`src/rtl/cpu_fpu_f2i.sv`:
```
// Multi-cycle IEEE-754 to integer converter: bit-serial shifter plus RISC-V rounding.
// Define CPU_FPU_F2I_ROUNDING_EN to honour i_rm; otherwise every conversion truncates (RTZ).
module cpu_fpu_f2i #(
  parameter int EXP_WIDTH = 8,
  parameter int MAN_WIDTH = 23,
  parameter int INT_WIDTH = 32
) (
  input  logic                         i_clock,
  input  logic                         i_reset,
  input  logic                         i_request,
  input  logic [EXP_WIDTH+MAN_WIDTH:0] i_op1,
  input  logic                         i_signed,
  input  logic [2:0]                   i_rm,
  output logic                         o_ready,
  output logic [INT_WIDTH-1:0]         o_result,
  output logic                         o_invalid,
  output logic                         o_inexact
);
  localparam int OP_W  = 1 + EXP_WIDTH + MAN_WIDTH;
  localparam int MAG_W = (INT_WIDTH > MAN_WIDTH + 1) ? INT_WIDTH : MAN_WIDTH + 1;
  localparam int WIDE  = MAG_W + 1;
  localparam int E_W   = EXP_WIDTH + 2;
  localparam int CNT_W = 8;
  localparam int BIAS  = (1 << (EXP_WIDTH - 1)) - 1;

  localparam logic [WIDE-1:0] ONE_W     = 1;
  localparam logic [WIDE-1:0] LIM_S_POS = (ONE_W << (INT_WIDTH - 1)) - ONE_W;
  localparam logic [WIDE-1:0] LIM_S_NEG = ONE_W << (INT_WIDTH - 1);
  localparam logic [WIDE-1:0] LIM_U_POS = (ONE_W << INT_WIDTH) - ONE_W;

  typedef enum logic [2:0] {IDLE, CLASSIFY, SHIFT, ROUND, DONE} state_t;

  state_t           state_reg;
  logic [OP_W-1:0]  op_reg;
  logic             signed_reg;
  logic [2:0]       rm_reg;
  logic [1:0]       cls_cnt_reg;
  logic [CNT_W-1:0] sh_cnt_reg;
  logic             left_reg;
  logic [MAG_W-1:0] mag_reg;
  logic             guard_reg;
  logic             sticky_reg;

  logic                 sign;
  logic [EXP_WIDTH-1:0] exp_field;
  logic [MAN_WIDTH-1:0] frac_field;
  logic signed [E_W-1:0] e_unb;
  logic signed [E_W-1:0] rsh_raw;
  logic                 is_left;
  logic [CNT_W-1:0]     shift_cnt;

  assign sign       = op_reg[OP_W-1];
  assign exp_field  = op_reg[OP_W-2 -: EXP_WIDTH];
  assign frac_field = op_reg[MAN_WIDTH-1:0];
  assign e_unb      = $signed({2'b00, exp_field}) - $signed(E_W'(BIAS));
  assign rsh_raw    = $signed(E_W'(MAN_WIDTH)) - e_unb;
  assign is_left    = e_unb >= $signed(E_W'(MAN_WIDTH));

  // Right shifts stop at MAN_WIDTH+2: by then the whole significand sits in sticky.
  always_comb begin
    if (is_left)
      shift_cnt = CNT_W'(e_unb - $signed(E_W'(MAN_WIDTH)));
    else if (rsh_raw > $signed(E_W'(MAN_WIDTH + 2)))
      shift_cnt = CNT_W'(MAN_WIDTH + 2);
    else
      shift_cnt = CNT_W'(rsh_raw);
  end

  logic [INT_WIDTH-1:0] sat_max;
  logic [INT_WIDTH-1:0] sat_min;
  assign sat_max = signed_reg ? {1'b0, {(INT_WIDTH-1){1'b1}}} : {INT_WIDTH{1'b1}};
  assign sat_min = signed_reg ? {1'b1, {(INT_WIDTH-1){1'b0}}} : '0;

  logic                 is_special;
  logic [INT_WIDTH-1:0] spec_result;
  logic                 spec_invalid;

  always_comb begin
    is_special   = 1'b1;
    spec_result  = '0;
    spec_invalid = 1'b0;
    if (exp_field == '0) begin
      spec_result = '0;
    end else if (&exp_field) begin
      spec_invalid = 1'b1;
      spec_result  = ((frac_field != '0) || !sign) ? sat_max : sat_min;
    end else if (e_unb >= $signed(E_W'(INT_WIDTH))) begin
      spec_invalid = 1'b1;
      spec_result  = sign ? sat_min : sat_max;
    end else begin
      is_special = 1'b0;
    end
  end

  logic inexact_bits;
  logic round_inc;
  assign inexact_bits = guard_reg | sticky_reg;

`ifdef CPU_FPU_F2I_ROUNDING_EN
  always_comb begin
    case (rm_reg)
      3'b000:  round_inc = guard_reg & (sticky_reg | mag_reg[0]);
      3'b010:  round_inc = sign & inexact_bits;
      3'b011:  round_inc = ~sign & inexact_bits;
      3'b100:  round_inc = guard_reg;
      default: round_inc = 1'b0;
    endcase
  end
`else
  logic unused_rm;
  assign unused_rm = ^rm_reg;
  assign round_inc = 1'b0;
`endif

  logic [WIDE-1:0]      rounded;
  logic                 overflow;
  logic [INT_WIDTH-1:0] rnd_result;

  assign rounded    = {1'b0, mag_reg} + WIDE'(round_inc);
  assign overflow   = sign ? (rounded > (signed_reg ? LIM_S_NEG : '0))
                           : (rounded > (signed_reg ? LIM_S_POS : LIM_U_POS));
  assign rnd_result = sign ? (INT_WIDTH'(0) - rounded[INT_WIDTH-1:0]) : rounded[INT_WIDTH-1:0];

  always_ff @(posedge i_clock) begin
    if (i_reset) begin
      state_reg   <= IDLE;
      o_ready     <= 1'b0;
      o_result    <= '0;
      o_invalid   <= 1'b0;
      o_inexact   <= 1'b0;
      op_reg      <= '0;
      signed_reg  <= 1'b0;
      rm_reg      <= 3'b000;
      cls_cnt_reg <= 2'd0;
      sh_cnt_reg  <= '0;
      left_reg    <= 1'b0;
      mag_reg     <= '0;
      guard_reg   <= 1'b0;
      sticky_reg  <= 1'b0;
    end else begin
      case (state_reg)
        IDLE: begin
          if (i_request) begin
            op_reg      <= i_op1;
            signed_reg  <= i_signed;
            rm_reg      <= i_rm;
            cls_cnt_reg <= 2'd0;
            state_reg   <= CLASSIFY;
          end
        end
        // Three cycles in CLASSIFY align the special path to a fixed 3-cycle latency.
        CLASSIFY: begin
          if (cls_cnt_reg != 2'd2) begin
            cls_cnt_reg <= cls_cnt_reg + 2'd1;
          end else if (is_special) begin
            o_result  <= spec_result;
            o_invalid <= spec_invalid;
            o_inexact <= 1'b0;
            o_ready   <= 1'b1;
            state_reg <= DONE;
          end else begin
            mag_reg    <= MAG_W'({1'b1, frac_field});
            guard_reg  <= 1'b0;
            sticky_reg <= 1'b0;
            left_reg   <= is_left;
            sh_cnt_reg <= shift_cnt;
            state_reg  <= (shift_cnt == '0) ? ROUND : SHIFT;
          end
        end
        SHIFT: begin
          if (left_reg) begin
            mag_reg <= {mag_reg[MAG_W-2:0], 1'b0};
          end else begin
            mag_reg    <= {1'b0, mag_reg[MAG_W-1:1]};
            guard_reg  <= mag_reg[0];
            sticky_reg <= sticky_reg | guard_reg;
          end
          sh_cnt_reg <= sh_cnt_reg - CNT_W'(1);
          if (sh_cnt_reg == CNT_W'(1))
            state_reg <= ROUND;
        end
        ROUND: begin
          o_result  <= overflow ? (sign ? sat_min : sat_max) : rnd_result;
          o_invalid <= overflow;
          o_inexact <= inexact_bits & ~overflow;
          o_ready   <= 1'b1;
          state_reg <= DONE;
        end
        DONE: begin
          if (!i_request) begin
            o_ready   <= 1'b0;
            state_reg <= IDLE;
          end
        end
        default: state_reg <= IDLE;
      endcase
    end
  end
endmodule

```
`config.mk`:
```
export PLATFORM = sky130hd
export DESIGN_NAME = cpu_fpu_f2i
export DESIGN_NICKNAME = d
export VERILOG_FILES = /design/src/rtl/cpu_fpu_f2i.sv
export SDC_FILE = /design/constraint.sdc
export NUM_CORES = 1
export LEC_CHECK = 0
export CORE_MARGIN = 8
export CORE_UTILIZATION = 50
export CTS_CLUSTER_SIZE = 30
export DETAILED_ROUTE_END_ITERATION = 16
export PLACE_DENSITY = 0.77
export SETUP_SLACK_MARGIN = 0.05
export SLEW_MARGIN = 40
export SYNTH_ARGS = -nofsm -noshare
export SYNTH_HDL_FRONTEND = slang
export SYNTH_SLANG_ARGS = --single-unit
```
`constraint.sdc`:
```
create_clock -name i_clock -period 3.32 [get_ports i_clock]
set_input_delay 0.332 -clock i_clock [delete_from_list [all_inputs] [get_ports i_clock]]
set_output_delay 0.332 -clock i_clock [all_outputs]
set_load 0.005 [all_outputs]
```
==> impl_results.md, run 1 <==
- Finished Cell Area: roughly 8100 um2
- Max-capacitance violation count: 0
- Post-detailed-route count of antenna-violating nets: 0
- Std cell rows: 42
- Ys flop type: dfxtp_1
- Number of flops mapped to enable cells by yosys: 0
- Status: completed
- Nets: 970
- Critical Path Start Type: register
- Peak supply drop: 0.3430 mV
- Post-synth cell types: 63
- Drt pass-1 iters: 7
- H-Tree Depth: 4
- Synth-to-layout area growth: 21.31%
- Hold WC Path Type: primary input to register
- CP max FO: 7
- Actual slew at the worst max-slew pin: 687.3 ps
- #FFs+latches synth: 116
- Initial antenna violation count: 0
- IO buf count: 70
- Worst path slowest cell: dfxtp_1
- Clock-pin slew on the worst setup and hold paths: 50 ps
- Slew Limit Fails: 0
- Die H: 131.7 um
- Crit path largest cell delay: about 410 ps
- Highest clock rate: 326.3 MHz
- Clk_lat worst skew: 420 ps
- Post-synthesis sequential area ratio: about a third
- Reg area: between 2000 and 2500 um2
- Leakage power figure: slightly below 3 nW
- Cell mode on critical path: a21oi_1
- Final Cycle Share: 92.30%
- CP Cell Sequence: ha_1 -> nand3_1 -> xor2_2 -> inv_1 -> ha_1 -> or3_1 -> a21oi_1 -> a21oi_1 -> a21oi_1 -> a2bb2oi_1 -> o22ai_1
- Commonest non-fill, non-tap cell in the layout: nand2_1
- Slew HR: a little over half
- Mapped Cells: ~890
- Drt drc: 0
- Grt ovf: 0
- Endpoints failing setup: 0
- Avg WL per Cell: 15.89 um
- CTS tree: yes
- Most frequent cells in the layout: nand2_1 (147), dfxtp_1 (115), a21oi_1 (83), nor2_1 (79), clkdlybuf4s50_1 (69)
- Setup Skew: 9.837 ps
- Hold_buf cts: 0
- Post-placement setup slack: between 100 and 150 ps
- Crit. End Element: register
- DIE AREA: 17340 um2
- Final wirelength: 17.56 mm
- Via count: approximately 6400
- Area of the multi-input gates: roughly 4000 um2
- Crit path DAT: 3340 ps
- Chip Width: between 100 and 150 um
- Num CTS Buffers: 17
- Clk sinks: roughly 120
- Layout cells sized above 1: around 7.5%
- Total track usage: about a fifth
- Setup tns final: 0 ps
- Synth warn: 0
- FILL cells: 1193
- Ys async rst share: 0%
- Placed cell areas: 7432 um2
- Worst Setup Path Type: register to register
- Post-CTS setup buffers: 0
- DR vias/cell: 5.800
- Root Buffer: clkbuf_16
- Detailed Place HPWL: approximately 12 mm
- Final min period: slightly above 3000 ps
- Final hold violation count: 0
- First-pass GRT wire length: 29.76 mm
- Clock buffer depth: 2
- Largest net degree at the start of global routing: 58
- Initial DRC count: about 580
- Final GP Congestion: a little under 0.9
- RSZ-0062 raised after global routing: false
- Post-Syn Area per Cell: around 7.5 um2
- Antenna cell count: 0
- Resize count post-CTS: 0
- Number of I/O pins: 74
- Syn Nets: between 900 and 1000
- Power per cell area: between 400 and 500 nW/um2
- Synth Cell Area: 6693 um2
- Vias in the first global route: approximately 6000
- Initial Util: between 50 and 60%
- Worst setup margin: ~260 ps
- Worst endpoint required time: 3600 ps
- Placeable core area: roughly 13000 um2
path summary, 6_finish.rpt:
path | startpoint | end | slack, ps | cells past startpoint
setup / recovery | op_reg[24] | sh_cnt_reg[5] | 260 | 11
hold / removal | i_reset | state_reg[2] | 380 | 2
setup reg to reg | op_reg[24] | sh_cnt_reg[5] | 260 | 11
hold reg to reg | cls_cnt_reg[0] | cls_cnt_reg[0] | 470 | 2
final cells by class:
cell class                      count  share of cell area (%)
Multi-Input combinational cell    676                   49.45
Sequential cell                   116                   28.65
Timing Repair Buffer               87                   10.33
Clock buffer                       23                   5.887
Tap cell                          176                   2.712
Clock inverter                      9                   2.142
Inverter                           18                  0.8322
power breakdown:
group          internal (mW)  switching, mW
combinational          0.199          0.273
sequential              1.44         0.0597
clock                   1.39          0.634
synth_stat cells (2+ instances only):
cell | instances | area [um2]
a211oi_1 | 30 | 225.2
a21oi_1 | 83 | 415.4
a311oi_1 | 24 | 210.2
a31oi_1 | 13 | 81.33
and2_1 | 4 | 25.02
and3_1 | 2 | 12.51
buf_1 | 2 | 7.510
buf_2 | 8 | 40.04
clkbuf_1 | 71 | 266.5
dfxtp_1 | 116 | 2322
ha_1 | 15 | 187.7
inv_1 | 18 | 67.56
mux2i_1 | 10 | 100.1
nand2_1 | 148 | 555.5
nand2b_1 | 3 | 18.77
nand3_1 | 17 | 85.08
nand3b_1 | 4 | 30.03
nand4_1 | 11 | 68.82
nor2_1 | 79 | 296.5
nor2b_1 | 26 | 162.7
nor3_1 | 37 | 185.2
nor3b_1 | 3 | 22.52
nor4_1 | 9 | 56.30
nor4b_1 | 2 | 17.52
o211ai_1 | 6 | 45.04
o21a_1 | 3 | 22.52
o21ai_0 | 15 | 75.07
o21ai_1 | 22 | 110.1
o22ai_1 | 3 | 18.77
o31a_1 | 4 | 35.03
o31ai_1 | 11 | 82.58
o31ai_2 | 2 | 25.02
o32ai_1 | 3 | 26.28
o41ai_1 | 2 | 17.52
or2_2 | 3 | 18.77
or3_1 | 8 | 50.05
or4_1 | 5 | 37.54
or4_4 | 3 | 33.78
xnor2_1 | 33 | 289.0
xor2_1 | 12 | 105.1
through the flow:
step	total power [mW]	instances	util, %	hold WS, ps
after global placement	1.983	1073	56.54	456.8
after detailed placement	1.992	1073	56.57	464.9
final	3.996	1105	61.80	384.4
after global routing	4.133	1105	61.80	416.3
after floorplan	1.842	893	-	443.6
after CTS	3.996	1105	61.53	386.9
layer usage:
metal	share of wire (%)	up-vias	wire length, um	global-route usage (%)
li1	-	3204	-	-
met1	46	2957	8048	25.88
met2	46	215	7994	32.20
met3	6.8	33	1198	5.831
met4	1.8	0	321	6.956
met5	0	-	0	0
worst max-delay path: cells and delay by family (launching register included):
| kind | cells | cell delay, ps |
|---|---|---|
| AOI/OAI and AO/OA | 5 | 900 |
| and+or+nand+nor | 2 | 670 |
| adders and majority gates | 2 | 560 |
| buffers and inverters | 1 | 110 |
| xor gates and xnor gates | 1 | 260 |
| DFF | 1 | 410 |
cell families after synthesis:
logic type / count (synthesis) / share of synthesized area, %
buffers and inverters: 101 / 5.983
AND/OR/NAND/NOR: 373 / 26.53
AO/OA/AOI/OAI: 232 / 22.43
XOR/XNOR: 45 / 5.889
multiplexers: 11 / 1.664
adder cells (fa/ha/maj): 15 / 2.804
flip-flops: 116 / 34.70
Note: power is estimated with default switching activity, not from simulation.
==> inputs of run 2 (changes only) <==
--- a/config.mk
+++ b/config.mk
@@ -5,6 +5,7 @@
 export SDC_FILE = /design/constraint.sdc
 export NUM_CORES = 1
 export LEC_CHECK = 0
+export CORE_ASPECT_RATIO = 0.8
 export CORE_MARGIN = 8
 export CORE_UTILIZATION = 50
 export CTS_CLUSTER_SIZE = 30
==> impl_results.md, run 2 (synthesis results as in run 1) <==
- Final GP Congestion: 0.8905 (was 0.8738)
- Peak supply drop: 0.4171 mV (was 0.3430 mV)
- Die H: 119.5 um (was 131.7 um)
- Most frequent cells in the layout: nand2_1 (147), dfxtp_1 (115), a21oi_1 (83), nor2_1 (79), clkdlybuf4s50_1 (69) (unchanged)
- DR vias/cell: 5.805 (was 5.800)
- Post-route non-filler standard cell count: 1112 (was 1105)
- DIE AREA: 17370 um2 (was 17340 um2)
- Max-capacitance violation count: 0 (unchanged)
- Setup tns final: 0 ps (unchanged)
- Initial DRC count: 601 (was 577)
- Final wirelength: 17.81 mm (was 17.56 mm)
- Setup Skew: 5.157 ps (was 9.837 ps)
- CP endpoint: sh_cnt_reg[4] (was sh_cnt_reg[5])
- Cell total after placement: 1081 (was 1073)
- Crit. End Element: register (unchanged)
- Met2 GRT Util: 29.43% (was 32.20%)
- Nets: 979 (was 970)
- Std cell rows: 37 (was 42)
- Worst endpoint required time: 3640 ps (was 3600 ps)
- Detailed Place HPWL: 12.31 mm (was 12.13 mm)
- Antenna cell count: 0 (unchanged)
- Worst Setup Path Type: register to register (unchanged)
- Final min period: 3032 ps (was 3064 ps)
- Grt peak-use layer: met1 (was met2)
- Status: completed (unchanged)
- Via count: 6455 (was 6409)
- Post-CTS setup buffers: 0 (unchanged)
- Drt drc: 0 (unchanged)
- Final Cycle Share: 91.34% (was 92.30%)
- Placeable core area: 12960 um2 (was 13140 um2)
- FILL cells: 1152 (was 1193)
- Total track usage: 20.45% (was 20.32%)
- Grt ovf: 0 (unchanged)
- First-pass GRT wire length: 29.90 mm (was 29.76 mm)
- Placed cell areas: 7485 um2 (was 7432 um2)
- Drt pass-1 iters: 5 (was 7)
- Power per cell area: 474.0 nW/um2 (was 492.2 nW/um2)
- Layout cells sized above 1: 8.111% (was 7.535%)
- Vias in the first global route: 5868 (was 6034)
- Slew HR: 47.12% (was 54.04%)
- Leakage power figure: 2.878 nW (was 2.888 nW)
- Clock-pin slew on the worst setup and hold paths: 60 ps (was 50 ps)
- R2R Path End: sh_cnt_reg[4] (was sh_cnt_reg[5])
- Slew Limit Fails: 0 (unchanged)
- Largest net degree at the start of global routing: 80 (was 58)
- Commonest non-fill, non-tap cell in the layout: nand2_1 (unchanged)
- Number of I/O pins: 74 (unchanged)
- Worst R2R Setup Slack: 290 ps (was 260 ps)
- Avg WL per Cell: 16.02 um (was 15.89 um)
- Initial Util: 51.63% (was 50.94%)
- Endpoints failing setup: 0 (unchanged)
- Post-detailed-route count of antenna-violating nets: 0 (unchanged)
- Crit path DAT: 3350 ps (was 3340 ps)
- RSZ-0062 raised after global routing: false (unchanged)
- Met1 Usage GRT: 29.88% (was 25.88%)
- Hold WC Path Type: register to register (was primary input to register)
- Reg2Reg Depth: 9 (was 11)
- Clk sinks: 116 (unchanged)
- H-Tree Depth: 4 (unchanged)
- CP max FO: 9 (was 7)
- Highest clock rate: 329.8 MHz (was 326.3 MHz)
- Initial antenna violation count: 0 (unchanged)
- Final core utilization: 62.34% (was 61.80%)
- CP Launch Point: op_reg[24] (unchanged)
- Final hold violation count: 0 (unchanged)
- Finished Cell Area: 8080 um2 (was 8119 um2)
- Resize count post-CTS: 0 (unchanged)
- Root Buffer: clkbuf_16 (unchanged)
- CTS tree: yes (unchanged)
- Worst Hold Launch: cls_cnt_reg[0] (was i_reset)
- Num CTS Buffers: 17 (unchanged)
- IO buf count: 70 (unchanged)
- Clk_lat worst skew: 410 ps (was 420 ps)
- Critical Path Start Type: register (unchanged)
- Clock buffer depth: 2 (unchanged)
- Hold_buf cts: 0 (unchanged)
- GR Layer Usage met3: 3.973% (was 5.831%)
- Actual slew at the worst max-slew pin: 793.2 ps (was 687.3 ps)
- Synth-to-layout area growth: 20.73% (was 21.31%)
- RR Startpoint: op_reg[24] (unchanged)
- Chip Width: 145.4 um (was 131.7 um)
## run 2: cell count changes in the layout (fill, tap and decap cells not counted), moves of 2 or more
cell	before	now
clkinvlp_4	0	2
buf_4	17	27
clkinv_2	3	5
clkbuf_1	3	1
bufinv_16	5	2
## run 2: cell type report
type                    count  area, um2  area share (%)
multi-input cells         676       3979           49.24
flip-flops and latches    116       2326           28.79
repair buffers             96      893.4           11.06
clock buffers              22      495.5           6.132
well taps                 175      219.0           2.710
clock inverters             9      100.1           1.239
inverters                  18      67.56          0.8362
## run 2: power breakdown
part	switching, mW	internal (mW)	leakage (nW)
logic	0.278	0.206	1.64
clock network	0.649	1.20	0.293
registers	0.0566	1.44	0.941
## run 2: worst min path at each step
stage | to | cells after the start
6_report | cls_cnt_reg[0] | 2
5_1_grt | op_reg[18] | 3
4_1_cts | op_reg[4] | 3
3_5_place_dp | o_inexact | 2
3_3_place_gp | cls_cnt_reg[0] | 2
2_1_floorplan | cls_cnt_reg[0] | 2
## run 2: metrics by stage
| step | total power, mW | setup slack, ps | hold WS [ps] |
|---|---|---|---|
| detailed placement | 2.003 | 403.8 | 459.4 |
| floorplan | 1.842 | 547.8 | 443.6 |
| CTS | 3.836 | 377.8 | 459.2 |
| finish | 3.830 | 287.7 | 464.7 |
| global route | 3.965 | 81.60 | 477.7 |
| global placement | 1.996 | 422.8 | 452.6 |
## run 2: worst max-delay path, cell delays in order (launching register included)
cell and delay (ps):
dfxtp_1 400, ha_1 370, nand4_1 200, xnor2_1 210
nor3b_1 420, a41oi_2 360, buf_4 270, o31ai_1 380
nor2_1 110, a211oi_1 230
## run 2: layer usage
metal	wire (um)	part of all wire (%)
met1	8797	49
met2	7593	43
met3	1185	6.7
met4	231	1.3
met5	0	0
==> inputs of run 3 (changes only) <==
--- a/config.mk
+++ b/config.mk
@@ -6,7 +6,7 @@
 export NUM_CORES = 1
 export LEC_CHECK = 0
 export CORE_ASPECT_RATIO = 0.8
-export CORE_MARGIN = 8
+export CORE_MARGIN = 5
 export CORE_UTILIZATION = 50
 export CTS_CLUSTER_SIZE = 30
 export DETAILED_ROUTE_END_ITERATION = 16
==> impl_results.md, run 3 (synthesis results as in run 1) <==
- Chip Width: 139.4 um (was 145.4 um)
- R2R Path End: o_result[19] (was sh_cnt_reg[4])
- Grt ovf: 0 (unchanged)
- Power share of the combinational group: 13.0% (was 12.6%)
- Hold_buf cts: 0 (unchanged)
- Most frequent cells in the layout: nand2_1 (147), dfxtp_1 (115), a21oi_1 (83), nor2_1 (79), clkdlybuf4s50_1 (69) (unchanged)
- RR Startpoint: op_reg[24] (unchanged)
- Layout cells sized above 1: 8.039% (was 8.111%)
- Clock buffer depth: 2 (unchanged)
- Reg2Reg Depth: 10 (was 9)
- Critical Path Start Type: register (unchanged)
- Die H: 113.5 um (was 119.5 um)
- Total track usage: 22.02% (was 20.45%)
- Cell total after placement: 1078 (was 1081)
- IO buf count: 70 (unchanged)
- First-pass GRT wire length: 28.92 mm (was 29.90 mm)
- CP bufs+invs: 1 (unchanged)
- Worst Setup Path Type: register to register (unchanged)
- Power Total: 3.739 mW (was 3.830 mW)
- Post-route non-filler standard cell count: 1108 (was 1112)
- H-Tree Depth: 4 (unchanged)
- Post-CTS setup buffers: 0 (unchanged)
- Via count: 6527 (was 6455)
- Std cell rows: 37 (unchanged)
- Largest net degree at the start of global routing: 73 (was 80)
- DR vias/cell: 5.891 (was 5.805)
- Post-detailed-route count of antenna-violating nets: 0 (unchanged)
- Initial Util: 51.45% (was 51.63%)
- Final wirelength: 17.85 mm (was 17.81 mm)
- Initial antenna violation count: 0 (unchanged)
- CP top delay family: compound AO/OA/AOI/OAI gates (unchanged)
- Synth-to-layout area growth: 20.51% (was 20.73%)
- Placeable core area: 13010 um2 (was 12960 um2)
- Setup tns final: 0 ps (unchanged)
- Initial DRC count: 759 (was 601)
- CP Cell Sequence: ha_1 -> nand4_1 -> xnor2_1 -> o21ai_1 -> a31oi_1 -> o21a_1 -> buf_4 -> nand3_2 -> a21oi_1 -> nor3_1 (was ha_1 -> nand4_1 -> xnor2_1 -> nor3b_1 -> a41oi_2 -> buf_4 -> o31ai_1 -> nor2_1 -> a211oi_1)
- Sequential power share: 40.1% (was 39.2%)
- Worst endpoint required time: 3600 ps (was 3640 ps)
- CP max FO: 26 (was 9)
- Num CTS Buffers: 17 (unchanged)
- Number of I/O pins: 74 (unchanged)
- Hold Crit Endpoint: op_reg[11] (was cls_cnt_reg[0])
- Worst R2R Setup Slack: 310 ps (was 290 ps)
- Final min period: 3010 ps (was 3032 ps)
- Endpoints failing setup: 0 (unchanged)
- Drt drc: 0 (unchanged)
- Status: completed (unchanged)
- Clock-pin slew on the worst setup and hold paths: 60 ps (about the same)
- Final Cycle Share: 90.67% (was 91.34%)
- Hold WC Path Type: primary input to register (was register to register)
- Commonest non-fill, non-tap cell in the layout: nand2_1 (unchanged)
- Switching fraction of total power: 25.49% (was 25.69%)
- Worst setup margin: 309.7 ps (was 287.7 ps)
- RSZ-0062 raised after global routing: true (was false)
- Worst path slowest cell: dfxtp_1 (was nor3b_1)
- Part of the power in the clock network: 46.9% (was 48.2%)
- Antenna cell count: 0 (unchanged)
- Pint: 2.786 mW (was 2.846 mW)
- Power per cell area: 463.7 nW/um2 (was 474.0 nW/um2)
- Clk_lat worst skew: 420 ps (was 410 ps)
- Vias in the first global route: 5760 (was 5868)
- Drt pass-1 iters: 5 (unchanged)
- Slew Limit Fails: 0 (unchanged)
- Clk sinks: 116 (unchanged)
- Leakage power figure: 2.867 nW (was 2.878 nW)
- DIE AREA: 15810 um2 (was 17370 um2)
- CTS tree: yes (unchanged)
- Highest clock rate: 332.2 MHz (was 329.8 MHz)
- Nets: 976 (was 979)
- Avg WL per Cell: 16.11 um (was 16.02 um)
- Peak supply drop: 0.3808 mV (was 0.4171 mV)
- Detailed Place HPWL: 12.35 mm (was 12.31 mm)
- Psw: 953.4 uW (was 983.7 uW)
- Slew HR: 46.53% (was 47.12%)
- Crit. End Element: register (unchanged)
- Max-capacitance violation count: 0 (unchanged)
- Crit path DAT: 3290 ps (was 3350 ps)
- Crit path largest cell delay: 400 ps (was 420 ps)
- Worst hold stages: 3 (was 2)
- Actual slew at the worst max-slew pin: 802.1 ps (was 793.2 ps)
- Root Buffer: clkbuf_16 (unchanged)
- Final GP Congestion: 0.8706 (was 0.8905)
- Resize count post-CTS: 0 (unchanged)
- Worst Hold Launch: i_op1[11] (was cls_cnt_reg[0])
- Post-placement setup slack: 233.3 ps (was 403.8 ps)
- Final hold violation count: 0 (unchanged)
- Setup Skew: 16.66 ps (was 5.157 ps)
## run 3: cell types whose count changed in the layout (fill, tap and decap cells not counted), sizes merged
cell / previous run / this run
clkinv: 5 / 3
clkinvlp: 2 / 0
buf: 27 / 24
bufinv: 2 / 1
clkbuf: 22 / 26
## run 3: layout make-up
type / count / area (um2)
clock buffer: 26 / 519.2
tap: 175 / 219.0
multi-input combinational: 676 / 4005
inverter: 18 / 67.56
fill: 1158 / 4943
timing repair buffer: 93 / 883.3
sequential: 116 / 2326
clock inverter: 4 / 45.04
## run 3: worst max path at each step
stage	from	to	slack (ps)	depth (start not counted)
floorplan	op_reg[24]	state_reg[0]	550	12
global placement	op_reg[24]	o_result[19]	310	10
global route	op_reg[24]	o_result[29]	30	10
detailed placement	op_reg[24]	o_result[19]	230	10
finish	op_reg[24]	o_result[19]	310	10
CTS	op_reg[24]	o_result[19]	190	10
## run 3: layer usage
metal / part of all wire, % / routed length, um / up-vias / track usage, %
li1: - / - / 3225 / -
met1: 49 / 8706 / 3037 / 32.38
met2: 42 / 7569 / 242 / 32.13
met3: 7.3 / 1303 / 23 / 4.736
met4: 1.5 / 267 / 0 / 6.975
met5: 0 / 0 / - / 0
## run 3: metrics by stage
stage          util (%)  instance area, um2  hold slack (ps)
6_report          62.00                8065            462.3
5_1_grt           62.00                8065            458.1
4_1_cts           61.83                8043            453.0
3_5_place_dp      57.49                7478            463.7
3_3_place_gp      57.44                7472            455.4
2_1_floorplan         -                6693            443.6
## run 3: worst reg2reg max path, delay by kind of cell, from the launching register on
kind | cells | cell delay [ps]
fa+ha+maj | 1 | 360
xor+xnor | 1 | 390
buf+inv | 1 | 310
flops | 1 | 400
simple gates | 3 | 590
compound gates | 4 | 830
## run 3: power by group through the flow
stage | Sequential, mW | Clock, mW | Combinational, mW
global route | 1.51 | 1.83 | 0.533
finish | 1.50 | 1.75 | 0.487
CTS | 1.50 | 1.77 | 0.482
detailed placement | 1.53 | 0 | 0.479
floorplan | 1.50 | 0 | 0.340
global placement | 1.52 | 0 | 0.471
